==> src/rtl/mem_lsu.sv <==
// mem_lsu: load/store unit acting as initiator on the data port of the
// unified ram. One byte/half/word request at a time over valid/ready,
// loads are sign- or zero-extended, sub-word stores are read-modify-write
// of the containing word because ram only writes whole words.
// Optional macro LSU_MISALIGN_TRAP_EN: reject misaligned half/word accesses
// with resp_error; when undefined the low address bits are aligned down.
module mem_lsu #(
    parameter int DATA_WIDTH = 32,
    parameter int ADDR_WIDTH = 16
) (
    input  logic                  clock,
    input  logic                  reset,
    input  logic                  req_valid,
    output logic                  req_ready,
    input  logic                  req_write,
    input  logic [1:0]            req_size,
    input  logic                  req_unsigned,
    input  logic [31:0]           req_addr,
    input  logic [DATA_WIDTH-1:0] req_wdata,
    output logic                  resp_valid,
    output logic [DATA_WIDTH-1:0] resp_rdata,
    output logic                  resp_error,
    output logic                  wEn,
    output logic [ADDR_WIDTH-1:0] d_address,
    output logic [DATA_WIDTH-1:0] d_write_data,
    input  logic [DATA_WIDTH-1:0] d_read_data
);

    typedef enum logic [1:0] {IDLE, RD, WR, RESP} state_t;

    state_t                state;
    logic [1:0]            size_q;
    logic [1:0]            lane_q;
    logic                  write_q;
    logic                  unsigned_q;
    logic [DATA_WIDTH-1:0] wdata_q;

    logic       req_word;
    logic       req_half;
    logic [1:0] req_lane;
    logic       misaligned;
    logic       addr_unused;

    // Size 11 behaves as a word access.
    assign req_word = req_size[1];
    assign req_half = (req_size == 2'b01);

    // Lane with the bits below the access size forced to zero.
    assign req_lane = req_word ? 2'b00 :
                      req_half ? {req_addr[1], 1'b0} : req_addr[1:0];

`ifdef LSU_MISALIGN_TRAP_EN
    assign misaligned = (req_half && req_addr[0]) ||
                        (req_word && (req_addr[1:0] != 2'b00));
`else
    assign misaligned = 1'b0;
`endif

    // Address bits above the ram size are ignored, so accesses wrap.
    assign addr_unused = ^req_addr[31:ADDR_WIDTH+2];

    assign req_ready = (state == IDLE) && !reset;

    // Pick the addressed lane out of a ram word and extend it to 32 bits.
    function automatic logic [DATA_WIDTH-1:0] load_extend(
        input logic [DATA_WIDTH-1:0] word,
        input logic [1:0]            size,
        input logic [1:0]            lane,
        input logic                  zext
    );
        logic [7:0]  b;
        logic [15:0] h;
        b = word[{lane, 3'b000} +: 8];
        h = word[{lane[1], 4'b0000} +: 16];
        if (size[1])
            return word;
        else if (size[0])
            return {{16{h[15] & ~zext}}, h};
        else
            return {{24{b[7] & ~zext}}, b};
    endfunction

    // Replace the addressed lane of the old ram word with the store data.
    function automatic logic [DATA_WIDTH-1:0] store_merge(
        input logic [DATA_WIDTH-1:0] old,
        input logic [DATA_WIDTH-1:0] wdata,
        input logic [1:0]            size,
        input logic [1:0]            lane
    );
        logic [DATA_WIDTH-1:0] m;
        m = old;
        if (size[1])
            m = wdata;
        else if (size[0])
            m[{lane[1], 4'b0000} +: 16] = wdata[15:0];
        else
            m[{lane, 3'b000} +: 8] = wdata[7:0];
        return m;
    endfunction

    // Request sequencer: latch on handshake, walk RD/WR/RESP, drive every output from a register.
    always_ff @(posedge clock or posedge reset) begin
        if (reset) begin
            state        <= IDLE;
            size_q       <= 2'b00;
            lane_q       <= 2'b00;
            write_q      <= 1'b0;
            unsigned_q   <= 1'b0;
            wdata_q      <= '0;
            resp_valid   <= 1'b0;
            resp_rdata   <= '0;
            resp_error   <= 1'b0;
            wEn          <= 1'b0;
            d_address    <= '0;
            d_write_data <= '0;
        end else begin
            // NOTE: pulse outputs default low each cycle with non-blocking
            // assignments; the case below only raises them for one cycle.
            resp_valid <= 1'b0;
            wEn        <= 1'b0;
            case (state)
                IDLE: begin
                    if (req_valid && req_ready) begin
                        size_q     <= req_size;
                        lane_q     <= req_lane;
                        write_q    <= req_write;
                        unsigned_q <= req_unsigned;
                        wdata_q    <= req_wdata;
                        if (misaligned) begin
                            state      <= RESP;
                            resp_valid <= 1'b1;
                            resp_error <= 1'b1;
                            resp_rdata <= '0;
                        end else begin
                            d_address <= req_addr[ADDR_WIDTH+1:2];
                            if (req_write && req_word) begin
                                state        <= WR;
                                wEn          <= 1'b1;
                                d_write_data <= req_wdata;
                            end else begin
                                state <= RD;
                            end
                        end
                    end
                end
                RD: begin
                    if (write_q) begin
                        state        <= WR;
                        wEn          <= 1'b1;
                        d_write_data <= store_merge(d_read_data, wdata_q, size_q, lane_q);
                    end else begin
                        state      <= RESP;
                        resp_valid <= 1'b1;
                        resp_error <= 1'b0;
                        resp_rdata <= load_extend(d_read_data, size_q, lane_q, unsigned_q);
                    end
                end
                WR: begin
                    state      <= RESP;
                    resp_valid <= 1'b1;
                    resp_error <= 1'b0;
                    resp_rdata <= '0;
                end
                RESP: begin
                    state     <= IDLE;
                    d_address <= '0;
                end
                default: state <= IDLE;
            endcase
        end
    end

endmodule
==> config.mk <==
export PLATFORM = sky130hd
export DESIGN_NAME = mem_lsu
export DESIGN_NICKNAME = d
export VERILOG_FILES = /design/src/rtl/mem_lsu.sv
export SDC_FILE = /design/constraint.sdc
export NUM_CORES = 1
export LEC_CHECK = 0
export CAP_MARGIN = 20
export CORE_AREA = 2 2 118 120
export CTS_CLUSTER_SIZE = 12
export DETAILED_ROUTE_END_ITERATION = 8
export DIE_AREA = 0 0 120 122
export PLACE_DENSITY = 0.78
export RECOVER_POWER = 50
export SETUP_SLACK_MARGIN = 0.1
export SLEW_MARGIN = 15
export SYNTH_ARGS = -nofsm -noshare
export SYNTH_HDL_FRONTEND = slang
export SYNTH_SLANG_ARGS = --single-unit
==> constraint.sdc <==
create_clock -name clock -period 5.1 [get_ports clock]
set_input_delay 0.51 -clock clock [delete_from_list [all_inputs] [get_ports clock]]
set_output_delay 0.51 -clock clock [all_outputs]
set_load 0.01 [all_outputs]
-- After elaboration in Yosys (flattened, before gate mapping)
Cells that the tools add are included.
- multiplexer cells: 28
- shifts and indexed selects: 6
- bitwise gates (word level): 3
- equality and inequality tests: 8
- magnitude comparators: 0
- reductions and logical operators: 12
- divide/modulo/power cells: 0
- multipliers: 0
- add/sub/neg operators: 2
- operator list (kind ; count):
    $mux W32 ; 8
    $pmux W32 S2 ; 2
    $bwmux W32 ; 2
    $pmux W16 S2 ; 1
    $shift A16 B7 Y32 const A ; 1
    $shift A8 B7 Y32 const A ; 1
    $shiftx A16 B7 Y32 ; 1
    $shiftx A32 B6 Y16 ; 1
    $shiftx A32 B6 Y8 ; 1
    $shiftx A8 B7 Y32 ; 1
    $mux W16 ; 1
    $neg A5 Y7 ; 2
    $pmux W2 S4 ; 1
    $mux W1 ; 7
    $mux W2 ; 3
    $pmux W1 S2 ; 3
    $reduce_and A2 Y1 ; 3
    $reduce_bool A2 Y1 ; 3
    $eq A2 B1 Y1 const B ; 2
    $eq A2 B2 Y1 const B ; 2
    $ne A2 B1 Y1 const B ; 2
    $ne A2 B2 Y1 const B ; 2
    $reduce_and A4 Y1 ; 1
    $logic_and A1 B1 Y1 ; 3
    other kinds (4) ; 5
- input bits: 103
- word-level logic and storage cells: 71
- memory bits (read-only): 0
- bits in latches: 0
- memory bits (writable): 0
- register bits after elaboration: 123
- memories kept: 0
- output and inout port bits: 84

-- Depth between registers and ports, before layout
- depth in word-level cells: 7
- gate-level depth with buffers: 9
- mapped depth without buffers: 7

-- Least setup slack after synthesis
Ideal clock, no wire load.
- kind: register -> register
- from: reg lane_q[1]
- to: reg d_write_data[23]
- path slack: 2695 ps
- stages on the path, launching flop included: 9
- library setup time: 65 ps
- buffers on the path: 2
- arrival: 2340 ps
- period minus slack after synthesis: 2405 ps
- path through: dfrtp_1 > buf_1 > inv_1 > ha_1 > nor3b_2 > clkbuf_1 > nand4_1 > a221oi_1 > o22a_1
- longest elaborated chain between the ends: 7
- elaborated cells on any way between the ends: 12
- classes of those cells: add/sub: 2; shift: 4; mux: 6
- ends and longest elaborated chain (what ; RTL line ; RTL):
    start, declared ; 33 ; logic [1:0] lane_q;
    start signal, assigned ; 125 ; lane_q <= req_lane;
    $neg A5 Y7, on equally long branches ; 95, 97 ;
    $shiftx A16 B7 Y32 (tied with other cells) ; 95 ; m[{lane[1], 4'b0000} +: 16] = wdata[15:0];
    $bwmux W32, on equally long branches ; 95, 97 ;
    $mux W32 * ; 94 ; else if (size[0])
    $mux W32 * ; 92 ; if (size[1])
    $mux W32 * ; 147 ; if (write_q) begin
    $pmux W32 S2 * ; 121 ; case (state)
    end signal, assigned ; 139 ; d_write_data <= req_wdata;
    end signal, assigned ; 150 ; d_write_data <= store_merge(d_read_data, wdata_q, size_q, lane_q);
    end, declared ; 25 ; output logic [DATA_WIDTH-1:0] d_write_data,
Every way passes the cells marked *; elsewhere a longest branch is shown, timed or not. The select of a mux whose other input is x is not followed.
A chain may end at the register's enable or synchronous reset.

==> metrics <==
GPL Wtd Cong=0.833; clk sinks=122; Final period util=65.1%; first-pass GRT wire length=approximately 30000 um; FILL cells=1075; post_cts resized=0; # DRC=0; gr usage total=26.3%; worst-skew pair later-pin latency=0.42 ns; max-slew violations=81; post-synthesis sequential area ratio=between 40% and 50%; crit path launch=reset; synth warn=0; result of the run=finished with violations; initial DRC count=529; fin crit period=3.32 ns; final hold violations=0; Critical Path RT=5.62 ns; Clock Skew=0.00780 ns; worst slew pin tran=about 3.5 ns; Ports=between 150 and 200; worst r2r dst=d_write_data[19]; H-tree levels=4; vias in the first global route=5632; DR vias/cell=between 6 and 7; crit path cell chain=dlygate4sd3_1 -> clkinvlp_2 -> buf_4; RSZ-0062 raised after global routing=false; CTS Buf Count=17; final setup fails=0; Critical Path End Type=asynchronous set/reset pin; Initial DRT Pass Iterations=6; Die W=around 120 um; VDD IR-drop max=300 uV; failing checks=capacitance limit, slew limit; drt wl/cell=20.1 um; post-layout util=64.3%; dpl ws=~1.7 ns; Critical Path Sink=d_write_data[17]; chip height=122 um; R2R setup slack=2.09 ns; CTS clock-pin slew for the worst setup and hold paths=around 0.05 ns; Clk Tree Root Cell=clkbuf_16; Longest Clk Path Bufs=2; setup TNS=0 ns; CTS tree=built; hpwl dp=13600 um; cell depth of the worst flop-to-flop path=7; CTS Hold Bufs=0; Power Density=613 nW/um2; Reg2Reg Launch Point=lane_q[1]; Synth Register Bits=around 120; HP Class=flop to flop; proportion of layout cells with a drive suffix above 1=10.8%; IO buf count=171; Die Area=14600 um2; Layout area overhead=37.7%; Post-Syn Area per Cell=10.2 um2; Syn Inst Count=around 620; WS Path Type=primary input to asynchronous set/reset pin; total congestion overflow=0; worst setup margin=1.78 ns; Post-Syn Area=6300 um2; total setup buffers inserted after CTS=0; antenna viol nets, final=0; crit path launch type=primary input; nets=875; # rows=43; Distinct cells, synth=48; # diodes=0; Max Fclk=between 0.3 and 0.4 GHz; largest net degree at the start of global routing=81; via count=5762; initial core utilization=~47%; crit-path max cell delay=1.97 ns; total wire length=between 15000 and 20000 um; initial antenna violation count=0; syn_nets=729; Max-cap violations=1; Critical Path AT=3.84 ns; Leak=3.72 nW; CP max FO=80; area of the core=about 14000 um2; Slowest-stage cell, CP=clkinvlp_2; worst rel slew slack=-134%
==> per-stage QoR <==
step	instance area, um2	cells	total power, W	hold WS [ns]
after floorplan	6300	616	0.00319	0.445
after global placement	8080	920	0.00412	0.460
after detailed placement	8090	921	0.00424	0.471
after CTS	8650	950	0.00541	0.484
after global routing	8680	952	0.00563	0.501
final	8680	952	0.00532	0.474
==> metal layers <==
metal	vias to the layer above	global-route usage [%]	routed length [um]
li1	2596	-	-
met1	2813	35.4	7930
met2	306	41.5	9130
met3	47	5.57	1560
met4	0	11.0	542
met5	-	0	0
==> cells in the mapped netlist (all sizes together) <==
| library cell | count | area share, % |
|---|---|---|
| a221o | 22 | 3.5 |
| or3 | 1 | 0.18 |
| dfrtp | 122 | 48 |
| a32oi | 1 | 0.14 |
| a211oi | 2 | 0.24 |
| nand3b | 1 | 0.12 |
| a21o | 8 | 0.95 |
| nor2b | 5 | 0.50 |
| and3 | 1 | 0.099 |
| nand2b | 6 | 0.60 |
| o22ai | 8 | 0.79 |
| a41oi | 8 | 1.1 |
| buf | 13 | 1.1 |
| nand2 | 44 | 2.6 |
| or2 | 9 | 0.89 |
| a22o | 17 | 2.4 |
| a22oi | 1 | 0.12 |
| or4 | 1 | 0.18 |
| clkbuf | 40 | 2.4 |
| o31ai | 3 | 0.36 |
| nand4bb | 1 | 0.18 |
| or3b | 1 | 0.18 |
| o22a | 16 | 2.2 |
| ha | 10 | 2.0 |
| a221oi | 24 | 3.3 |
| nor3b | 2 | 0.32 |
| mux2i | 29 | 4.6 |
| nand3 | 11 | 0.87 |
| a21oi | 20 | 1.6 |
| nand4 | 24 | 2.4 |
| inv | 34 | 2.0 |
| mux2 | 27 | 4.8 |
| a222oi | 5 | 0.79 |
| and2 | 2 | 0.20 |
| o211ai | 2 | 0.24 |
| nor2 | 22 | 1.3 |
| nor3 | 6 | 0.66 |
| o21ai | 62 | 4.9 |
| o2111ai | 3 | 0.52 |
| conb | 1 | 0.060 |
| clkinv | 1 | 0.060 |
==> where the power goes <==
group / internal [W] / switching [W] / leakage (nW)
Combinational: 0.00113 / 0.00128 / 1.94
Sequential: 0.00140 / 0.000355 / 1.51
Clock: 0.000732 / 0.000418 / 0.267
==> cell type report <==
| type | instances | area [um2] | area share [%] |
|---|---|---|---|
| Multi-Input combinational cell | 406 | 2920 | 33.6 |
| Inverter | 35 | 133 | 1.53 |
| Sequential cell | 122 | 3050 | 35.2 |
| Timing Repair Buffer | 180 | 1790 | 20.6 |
| Clock inverter | 8 | 97.6 | 1.12 |
| Tap cell | 180 | 225 | 2.60 |
| Clock buffer | 21 | 460 | 5.31 |
==> critical path, delay by kind of cell <==
| family | cells | cell delay (ns) |
|---|---|---|
| buf+inv | 3 | 3.25 |
==> cells in the final DEF, fill, tap and decap left out, drive strengths merged, types with 5 or more instances in the layout <==
cell / Yosys / layout
nand4: 24 / 24
o21ai: 62 / 62
o22a: 16 / 16
mux2i: 29 / 29
inv: 34 / 33
a222oi: 5 / 5
o22ai: 8 / 8
nor2b: 5 / 5
buf: 13 / 9
clkdlybuf4s50: 0 / 88
mux2: 27 / 27
dfrtp: 122 / 122
a22o: 17 / 17
nand2: 44 / 44
dlygate4sd3: 0 / 83
nor3: 6 / 6
clkbuf: 40 / 21
nand2b: 6 / 6
a221oi: 24 / 24
a21o: 8 / 8
a221o: 22 / 22
a41oi: 8 / 8
nor2: 22 / 22
a21oi: 20 / 20
ha: 10 / 10
or2: 9 / 9
nand3: 11 / 11
==> worst min-delay path by stage <==
stage               slack [ns]           to  depth (start not counted)         from
floorplan                 0.44  wdata_q[31]                          2  wdata_q[31]
global placement          0.46  wdata_q[21]                          2  wdata_q[21]
detailed placement        0.47  wdata_q[22]                          2  wdata_q[22]
CTS                       0.48  wdata_q[22]                          2  wdata_q[22]
global route              0.50  wdata_q[22]                          2  wdata_q[22]
finish                    0.47  wdata_q[22]                          2  wdata_q[22]
==> cells by family (layout without fill, tap and decap cells) <==
| group | count (synthesis) | count (layout) | share of synthesized area, % |
|---|---|---|---|
| adders and majority gates | 10 | 10 | 1.99 |
| buffers and inverters | 88 | 244 | 5.58 |
| DFF | 122 | 122 | 48.5 |
| muxes | 56 | 56 | 9.43 |
| and+or+nand+nor | 137 | 137 | 11.3 |
| AOI/OAI and AO/OA | 202 | 202 | 23.2 |
| other | 1 | 1 | 0.0595 |
==> flip-flops by register name, summed over array words and instances (netlist names), 2 cells and up <==
name and flops:
size_q 2, lane_q 2, state 2, d_write_data 32, resp_rdata 32, d_address 16, wdata_q 32
Power figures use the tool's default switching activity.
